==> src/rtl/wide_zero_counter_pkg.sv <==
// Shared types and helpers for the multi-cycle wide zero counter.
// Holds the FSM state type, scan-mode encodings and the count-width helper.
package wide_zero_counter_pkg;

    typedef enum logic [1:0] {
        IDLE = 2'd0,
        SCAN = 2'd1,
        DONE = 2'd2
    } state_t;

    localparam logic MODE_TRAILING = 1'b0;
    localparam logic MODE_LEADING  = 1'b1;

    // Bits needed to hold a zero count in 0..w inclusive.
    function automatic int count_width(input int w);
        return $clog2(w) + 1;
    endfunction

endpackage

==> src/rtl/wide_zero_counter_slice_zero_count.sv <==
// Combinational zero counter for one slice, trailing or leading per mode.
// Ports: slice/mode in; count (0..SLICE_WIDTH) and all_zero out.
module slice_zero_count
    import wide_zero_counter_pkg::*;
#(
    parameter int SLICE_WIDTH = 8
) (
    input  logic [SLICE_WIDTH-1:0]                   slice,
    input  logic                                     mode,
    output logic [count_width(SLICE_WIDTH)-1:0]      count,
    output logic                                     all_zero
);

    localparam int SCW = count_width(SLICE_WIDTH);

    logic hit;
    logic bitv;

    always_comb begin
        count = '0;
        hit   = 1'b0;
        bitv  = 1'b0;
        for (int i = 0; i < SLICE_WIDTH; i++) begin
            if (mode == MODE_LEADING) begin
                bitv = slice[SLICE_WIDTH-1-i];
            end else begin
                bitv = slice[i];
            end
            if (bitv) begin
                hit = 1'b1;
            end else if (!hit) begin
                count = count + SCW'(1);
            end
        end
    end

    assign all_zero = ~|slice;

endmodule

==> src/rtl/wide_zero_counter.sv <==
// Handshaked zero counter scanning one slice per cycle (trailing or leading).
// Ports: clk, reset (sync, active-high), din/din_mode/din_valid/din_ready in,
// dout/dout_zero/dout_valid/dout_ready out. Optional macro
// WIDE_ZERO_COUNTER_EARLY_EXIT_EN ends the scan after the first slice with a 1.
module wide_zero_counter
    import wide_zero_counter_pkg::*;
#(
    parameter int DATA_WIDTH  = 32,
    parameter int SLICE_WIDTH = 8
) (
    input  logic                               clk,
    input  logic                               reset,
    input  logic [DATA_WIDTH-1:0]              din,
    input  logic                               din_mode,
    input  logic                               din_valid,
    output logic                               din_ready,
    output logic [count_width(DATA_WIDTH)-1:0] dout,
    output logic                               dout_zero,
    output logic                               dout_valid,
    input  logic                               dout_ready
);

    localparam int NUM_SLICES = DATA_WIDTH / SLICE_WIDTH;
    localparam int CW         = count_width(DATA_WIDTH);
    localparam int SCW        = count_width(SLICE_WIDTH);
    localparam int IDX_W      = (NUM_SLICES > 1) ? $clog2(NUM_SLICES) : 1;

    if (DATA_WIDTH % SLICE_WIDTH != 0) begin : g_width_check
        $fatal(1, "DATA_WIDTH must be a multiple of SLICE_WIDTH");
    end

    state_t                  state;
    state_t                  state_next;
    logic [DATA_WIDTH-1:0]   word;
    logic                    mode_q;
    logic [CW-1:0]           count;
    logic [IDX_W-1:0]        idx;
    logic                    found;

    logic [IDX_W-1:0]        sel;
    int                      base;
    logic [SLICE_WIDTH-1:0]  cur_slice;
    logic [SCW-1:0]          sc_count;
    logic                    sc_zero;
    logic                    last;

    // Leading mode walks slices from the top down.
    assign sel = (mode_q == MODE_LEADING)
               ? IDX_W'(NUM_SLICES - 1) - idx
               : idx;
    assign base      = int'(sel) * SLICE_WIDTH;
    assign cur_slice = word[base +: SLICE_WIDTH];
    assign last      = (idx == IDX_W'(NUM_SLICES - 1));

    slice_zero_count #(
        .SLICE_WIDTH (SLICE_WIDTH)
    ) u_slice (
        .slice    (cur_slice),
        .mode     (mode_q),
        .count    (sc_count),
        .all_zero (sc_zero)
    );

    always_comb begin
        state_next = state;
        din_ready  = 1'b0;
        dout_valid = 1'b0;
        unique case (state)
            IDLE: begin
                din_ready = 1'b1;
                if (din_valid) state_next = SCAN;
            end
            SCAN: begin
`ifdef WIDE_ZERO_COUNTER_EARLY_EXIT_EN
                if (last || (!found && !sc_zero)) state_next = DONE;
`else
                if (last) state_next = DONE;
`endif
            end
            DONE: begin
                dout_valid = 1'b1;
                if (dout_ready) state_next = IDLE;
            end
            default: state_next = IDLE;
        endcase
    end

    always_ff @(posedge clk) begin
        if (reset) begin
            state  <= IDLE;
            word   <= '0;
            mode_q <= MODE_TRAILING;
            count  <= '0;
            idx    <= '0;
            found  <= 1'b0;
        end else begin
            state <= state_next;
            if (state == IDLE && din_valid) begin
                word   <= din;
                mode_q <= din_mode;
                count  <= '0;
                idx    <= '0;
                found  <= 1'b0;
            end else if (state == SCAN) begin
                // An all-zero slice reports SLICE_WIDTH, so one add covers both cases.
                if (!found) begin
                    count <= count + CW'(sc_count);
                    if (!sc_zero) found <= 1'b1;
                end
                if (!last) idx <= idx + IDX_W'(1);
            end
        end
    end

    assign dout = count;
    // Only an all-zero word can reach DATA_WIDTH.
    assign dout_zero = (count == CW'(DATA_WIDTH));

endmodule

==> config.mk <==
export PLATFORM = sky130hd
export DESIGN_NAME = wide_zero_counter
export DESIGN_NICKNAME = d
export VERILOG_FILES = /design/src/rtl/wide_zero_counter_pkg.sv /design/src/rtl/wide_zero_counter_slice_zero_count.sv /design/src/rtl/wide_zero_counter.sv
export SDC_FILE = /design/constraint.sdc
export NUM_CORES = 1
export LEC_CHECK = 0
export CAP_MARGIN = 25
export CORE_ASPECT_RATIO = 0.9
export CORE_MARGIN = 5
export CORE_UTILIZATION = 45
export DETAILED_ROUTE_END_ITERATION = 12
export GPL_TIMING_DRIVEN = 0
export PLACE_DENSITY = 0.71
export SYNTH_ARGS = -nofsm -noshare
export SYNTH_HDL_FRONTEND = slang
export SYNTH_HIERARCHICAL = 1
export SYNTH_SLANG_ARGS = --single-unit
==> constraint.sdc <==
create_clock -name clk -period 8.3 [get_ports clk]
set_clock_uncertainty 0.2 [all_clocks]
set_input_delay 2.075 -clock clk [delete_from_list [all_inputs] [get_ports clk]]
set_output_delay 2.075 -clock clk [all_outputs]
set_load 0.005 [all_outputs]
-- Word-level counts from Yosys, hierarchy flattened
Cells that the tools add are included.
- bits in registers: 44
- input bits: 37
- output and inout port bits: 9
- logic and storage cells: 72
- add/sub/neg operators: 10
- equal/unequal tests: 7
- shifts and indexed selects: 1
- multiplexer cells: 39
- bitwise gates (word level): 2
- reductions and logical operators: 7
- operators with widths (kind ; count):
    2-to-1 mux 4 bit ; 14
    indexed part select 32 x 6 -> 8 bit ; 1
    adder 4 x 1 -> 4 bit (second input constant) ; 7
    2-to-1 mux 1 bit ; 20
    2-to-1 mux 2 bit ; 4
    OR reduction 8 bit ; 1
    adder 6 x 4 -> 6 bit ; 1
    equality test 6 bit (second input constant) ; 1
    != test 2 bit (second input constant) ; 3
    case mux 2 bit (3 select lines) ; 1
    equality test 2 bit (second input constant) ; 2
    AND reduction 2 bit ; 2
    AND reduction 3 bit ; 1
    adder 2 x 1 -> 2 bit (second input constant) ; 1
    equality test 2 x 1 -> 1 bit (second input constant) ; 1
    zero test 2 bit ; 1
    inverter 1 bit ; 2
    OR reduction 2 bit ; 1
    subtractor 2 bit (first input constant) ; 1
    logical AND 1 bit ; 1

-- Depth between registers and ports, before layout
- word-level depth: 27
- gate-level depth with buffers: 24
- mapped depth without buffers: 24

-- Modules after synthesis
Netlist, hierarchy kept.
- modules (own cells, without submodules) (module ; instances ; cells each ; area an instance (um^2) ; seq. area each (um^2)):
    wide_zero_counter ; 1 ; 221 ; 1936.9 ; 880.8
    slice_zero_count ; 1 ; 69 ; 461.7 ; 0.0

-- Worst setup path after synthesis
No wires, ideal clock.
- path kind: register -> register
- start point: register mode_q
- end point: register count[5] (netlist: dout[5])
- library setup time: 0.121 ns
- arrival: 5.449 ns
- data required time: 7.979 ns
- path slack: 2.530 ns
- stages on the path, launching flop included: 24
- buffers on the path: 0
- cells stage by stage: dfxtp_1 xor2_2 mux4_1 nor3_1 a21oi_1 inv_1 ha_1 nand2_1 a21oi_1 ha_1 or3b_1 a21o_1 a31oi_1 ha_1 inv_1 o31ai_1 ha_1 a21oi_1 o31ai_1 ha_1 a211o_1 and3_1 o211ai_1 mux2_2
- word-level cells in the longest chain between the ends: 26
- elaborated cells on any way between the ends: 40
- classes of those cells: add/sub: 8; shift: 1; mux: 31
- ends and longest elaborated chain (item ; line ; RTL):
    start, declared ; wide_zero_counter.sv:35 ; logic mode_q;
    start signal, assigned ; wide_zero_counter.sv:100 ; mode_q <= din_mode;
    2-to-1 mux 2 bit * ; wide_zero_counter.sv:49 ; ? IDX_W'(NUM_SLICES - 1) - idx
    indexed part select 32 x 6 -> 8 bit * ; wide_zero_counter.sv:52 ; assign cur_slice = word[base +: SLICE_WIDTH];
    named net cur_slice[0] ; wide_zero_counter.sv:42 ; logic [SLICE_WIDTH-1:0] cur_slice;
    2-to-1 mux 1 bit ; wide_zero_counter_slice_zero_count.sv:24 ; if (mode == MODE_LEADING) begin
    2-to-1 mux 1 bit ; wide_zero_counter_slice_zero_count.sv:29 ; if (bitv) begin
    adder 4 x 1 -> 4 bit ; wide_zero_counter_slice_zero_count.sv:32 ; count = count + SCW'(1);
    2-to-1 mux 4 bit ; wide_zero_counter_slice_zero_count.sv:31 ; end else if (!hit) begin
    2-to-1 mux 4 bit ; wide_zero_counter_slice_zero_count.sv:29 ;
    [... 12 more ...] ; - ;
    adder 4 x 1 -> 4 bit ; wide_zero_counter_slice_zero_count.sv:32 ;
    2-to-1 mux 4 bit ; wide_zero_counter_slice_zero_count.sv:31 ;
    2-to-1 mux 4 bit ; wide_zero_counter_slice_zero_count.sv:29 ;
    adder 4 x 1 -> 4 bit ; wide_zero_counter_slice_zero_count.sv:32 ;
    2-to-1 mux 4 bit ; wide_zero_counter_slice_zero_count.sv:31 ;
    2-to-1 mux 4 bit * ; wide_zero_counter_slice_zero_count.sv:29 ;
    named net sc_count[1] ; wide_zero_counter.sv:43 ; logic [SCW-1:0] sc_count;
    adder 6 x 4 -> 6 bit * ; wide_zero_counter.sv:107 ; count <= count + CW'(sc_count);
    end signal, assigned ; wide_zero_counter.sv:107 ;
    end, declared ; wide_zero_counter.sv:36 ; logic [CW-1:0] count;
Mark *: on every way through the listed nets, which the timed path passes. The rest lies on a longest branch.
A chain may end at the register's enable or synchronous reset.

-- Worst setup path after layout
- start point: register mode_q
- end point: register count[5] (netlist: dout[5])
- elaborated cells on any way between the ends: 40
- classes of those cells: add/sub: 8; shift: 1; mux: 31
- RTL lines (item ; line):
    2-to-1 mux 2 bit * ; wide_zero_counter.sv:49
    indexed part select 32 x 6 -> 8 bit * ; wide_zero_counter.sv:52
    named net cur_slice[2] ; wide_zero_counter.sv:42
    2-to-1 mux 1 bit ; wide_zero_counter_slice_zero_count.sv:24
    2-to-1 mux 4 bit ; wide_zero_counter_slice_zero_count.sv:29
    adder 4 x 1 -> 4 bit ; wide_zero_counter_slice_zero_count.sv:32
    2-to-1 mux 4 bit ; wide_zero_counter_slice_zero_count.sv:31
    2-to-1 mux 4 bit ; wide_zero_counter_slice_zero_count.sv:29
    [... 6 more ...] ; -
    adder 4 x 1 -> 4 bit ; wide_zero_counter_slice_zero_count.sv:32
    2-to-1 mux 4 bit ; wide_zero_counter_slice_zero_count.sv:31
    2-to-1 mux 4 bit ; wide_zero_counter_slice_zero_count.sv:29
    adder 4 x 1 -> 4 bit ; wide_zero_counter_slice_zero_count.sv:32
    2-to-1 mux 4 bit ; wide_zero_counter_slice_zero_count.sv:31
    2-to-1 mux 4 bit * ; wide_zero_counter_slice_zero_count.sv:29
    named net sc_count[1] ; wide_zero_counter.sv:43
    adder 6 x 4 -> 6 bit * ; wide_zero_counter.sv:107
Marks and branches as above.

==> results.md <==
- Status: finished clean
- Synth Area in Adders: 5.53%
- First-pass GRT wire length: 9310 um
- PnR worst setup slack: 1.87 ns
- H-tree depth: 2
- Die ar.: 6890 um^2
- Setup-failing EPs final: 0
- Achievable clock frequency: 0.155 GHz
- Cells after Synth: 290
- Residual DRC: 0
- HPWL after detailed placement: 4290 um
- Worst Path Required: 8.29 ns
- Cts hold-fix bufs: 0
- CTS Buf Count: 5
- Initial antenna violation count: 0
- Max Cap Viol: 0
- Total core area: 5220 um^2
- Clk_lat worst skew: 0.30 ns
- Synth cell types: 48
- Clk sinks: 44
- Nets: 388
- Max VDD drop: 0.0866 mV
- Ant diodes: 0
- Sequential cell area fraction in the yosys report: 36.7%
- TritonCTS clock tree: yes
- Worst hold path class: flip-flop to flip-flop
- Post-synthesis mux area share: 12.4%
- Worst Tran Pin Value: 0.695 ns
- Warnings, synthesis: 6
- GR Overflow Total: 0
- Number of fill cells: 489
- Pwr Density: 217 nW/um^2
- Die H: 79.3 um
- Sum Neg Setup Slack: 0 ns
- Multi-input gate area in the final layout: 1430 um^2
- Worst EP arrival: 6.43 ns
- Post-cts sizing count: 0
- GRT Util Overall: 17.0%
- Layout area overhead: 28.5%
- Vias: 2,182
- Synth Area in Simple Gates: 22.8%
- Worst slew margin: 53.5%
- CTS root buffer: clkbuf_8
- Crit Path Category: flip-flop to flip-flop
- Most frequent cells in the layout: nand2_1, a21oi_1, dfxtp_1, clkdlybuf4s50_1, nor2_1
- Port Buffers: 44
- Post-DR vias/cell: 5.33
- Gp weighted congestion: 0.818
- Die X: 87.0 um
- Xor/xnor share of the synthesized area: 2.14%
- Hold Fails Final Rpt: 0
- Largest fanout on the critical path: 8
- Largest net degree at the start of global routing: 15
- Mean routed wirelength per cell: 13.6 um
- Compound-Gate Fraction of Synth Area: 16.6%
- Final period demand of the worst path: 6.43 ns
- WL final: 5560 um
- Vias in the first global route: 2,056
- Unrepaired setup endpoints after global routing: false
- Syn Area/Cell: 8.27 um^2
- Post-Place Setup Slack: 1.87 ns
- Drt pass-1 iters: 4
- Layout cells sized above 1: 5.85%
- I/O pin count: 46
- Longest Clk Path Bufs: 2
- Reg clk slew, reported paths: 0.09 ns
- Yosys reg bits: 44
- Final Cycle Share: 77.5%
- Flip-flop and latch area: 881 um^2
- Post-route ant nets: 0
- Postcts setup bufs: 0
- Initial Util: 45.9%
- Commonest non-fill, non-tap cell in the layout: nand2_1
- Largest family of logic cells by synthesized area: simple AND/OR/NAND/NOR gates
- Type of origin of the critical path: flip-flop
- Critical Path End Type: flip-flop
- Pleak: 1.22 nW
- Site Rows: 25
- DRT iter0 DRCs: 131
- Cell Area, Synth: 2400 um^2
- Net Count, Synth: 337
- Slew Limit Fails: 0
## synth_stat cells (all sizes together)
cell,instances,area [um^2]
o21bai,1,7.51
nor3,5,25.0
o31ai,3,22.5
mux2,3,37.5
and2b,1,7.51
nand4,1,6.26
inv,8,30.0
a221o,1,10.0
a211o,2,17.5
mux2i,5,53.8
o211ai,1,7.51
and3,1,6.26
xnor2,2,17.5
fa,1,20.0
or3,2,12.5
nand3,2,10.0
nand2b,2,15.0
and4,2,17.5
a2bb2oi,1,8.76
a31oi,1,6.26
nor3b,3,27.5
buf,3,21.3
mux4,8,206
or3b,1,8.76
nand2,79,297
dfxtp,44,881
and2,2,12.5
a21o,2,15.0
o221ai,1,8.76
a211oi,1,7.51
o21a,3,22.5
a21oi,46,230
or2,3,18.8
or4,1,7.51
xor2,3,33.8
o21ai,7,35.0
clkbuf,10,37.5
and3b,1,8.76
nor2,18,67.6
ha,9,113
## logic make-up (layout without fill, tap and decap cells)
| logic type | after synthesis | after routing |
|---|---|---|
| buffers and inverters | 21 | 73 |
| DFF | 44 | 44 |
| and+or+nand+nor | 124 | 124 |
| muxes | 16 | 16 |
| AOI/OAI and AO/OA | 70 | 70 |
| adders and majority gates | 10 | 10 |
| xor gates and xnor gates | 5 | 5 |
## metrics by stage
step / hold WS, ns / instance area [um^2] / utilization, % / total power [W] / std cells
after global placement: 0.240 / 2920 / 56.0 / 0.000438 / 401
after floorplan: 0.232 / 2400 / - / 0.000387 / 290
after CTS: 0.255 / 3080 / 59.0 / 0.000673 / 409
final: 0.255 / 3080 / 59.0 / 0.000668 / 409
after detailed placement: 0.245 / 2920 / 56.0 / 0.000446 / 401
after global routing: 0.276 / 3080 / 59.0 / 0.000708 / 409
## flip-flops by register name (all words and copies together) (netlist names)
signal and flops:
word 32, mode_q 1, found 1, idx 2
dout 6, state 2
## power by group
group | switching (W) | internal [W] | total (W)
Combinational | 0.000108 | 0.000101 | 0.000209
Clock | 0.0000759 | 0.000151 | 0.000226
Sequential | 0.00000928 | 0.000224 | 0.000233
## worst paths after layout
check                              from                     to  slack, ns  depth (start not counted)
hold reg to reg   word[12]$_SDFFE_PP0P_  word[12]$_SDFFE_PP0P_       0.25                          2
setup / recovery    mode_q$_SDFFE_PP0P_   dout[5]$_SDFFE_PP0P_       1.87                         23
setup reg to reg    mode_q$_SDFFE_PP0P_   dout[5]$_SDFFE_PP0P_       1.87                         23
hold / removal    word[12]$_SDFFE_PP0P_  word[12]$_SDFFE_PP0P_       0.25                          2
## routing by layer
layer | up-vias | routed length, um | track usage (%)
met5 | - | 0 | 0
met3 | 10 | 280 | 3.53
li1 | 1115 | - | -
met1 | 998 | 2550 | 22.0
met2 | 59 | 2650 | 27.8
met4 | 0 | 81 | 6.23
## critical path, stage by stage, from the launching register on
cell and delay, ns:
dfxtp_1 0.45, xor2_2 0.50, mux4_1 0.74, inv_1 0.11, o21bai_1 0.08, o21ai_0 0.17, ha_1 0.29, nand2_1 0.07
a21oi_1 0.07, ha_1 0.32, or3b_1 0.34, a21o_1 0.19, a31oi_1 0.28, ha_1 0.30, inv_1 0.08, o31ai_1 0.08
ha_1 0.29, a21oi_1 0.05, o31ai_1 0.37, ha_1 0.31, a211o_1 0.30, and3_1 0.17, o211ai_1 0.18, mux2_2 0.35
## cell type report
cell class	count	share of cell area (%)
clock inverter	3	2.92
inverter	8	0.974
sequential	44	28.6
multi-input combinational	225	46.4
timing repair buffer	44	14.3
tap	67	2.72
clock buffer	5	2.23
buffer	13	1.91
(Power assumes the default switching activity.)
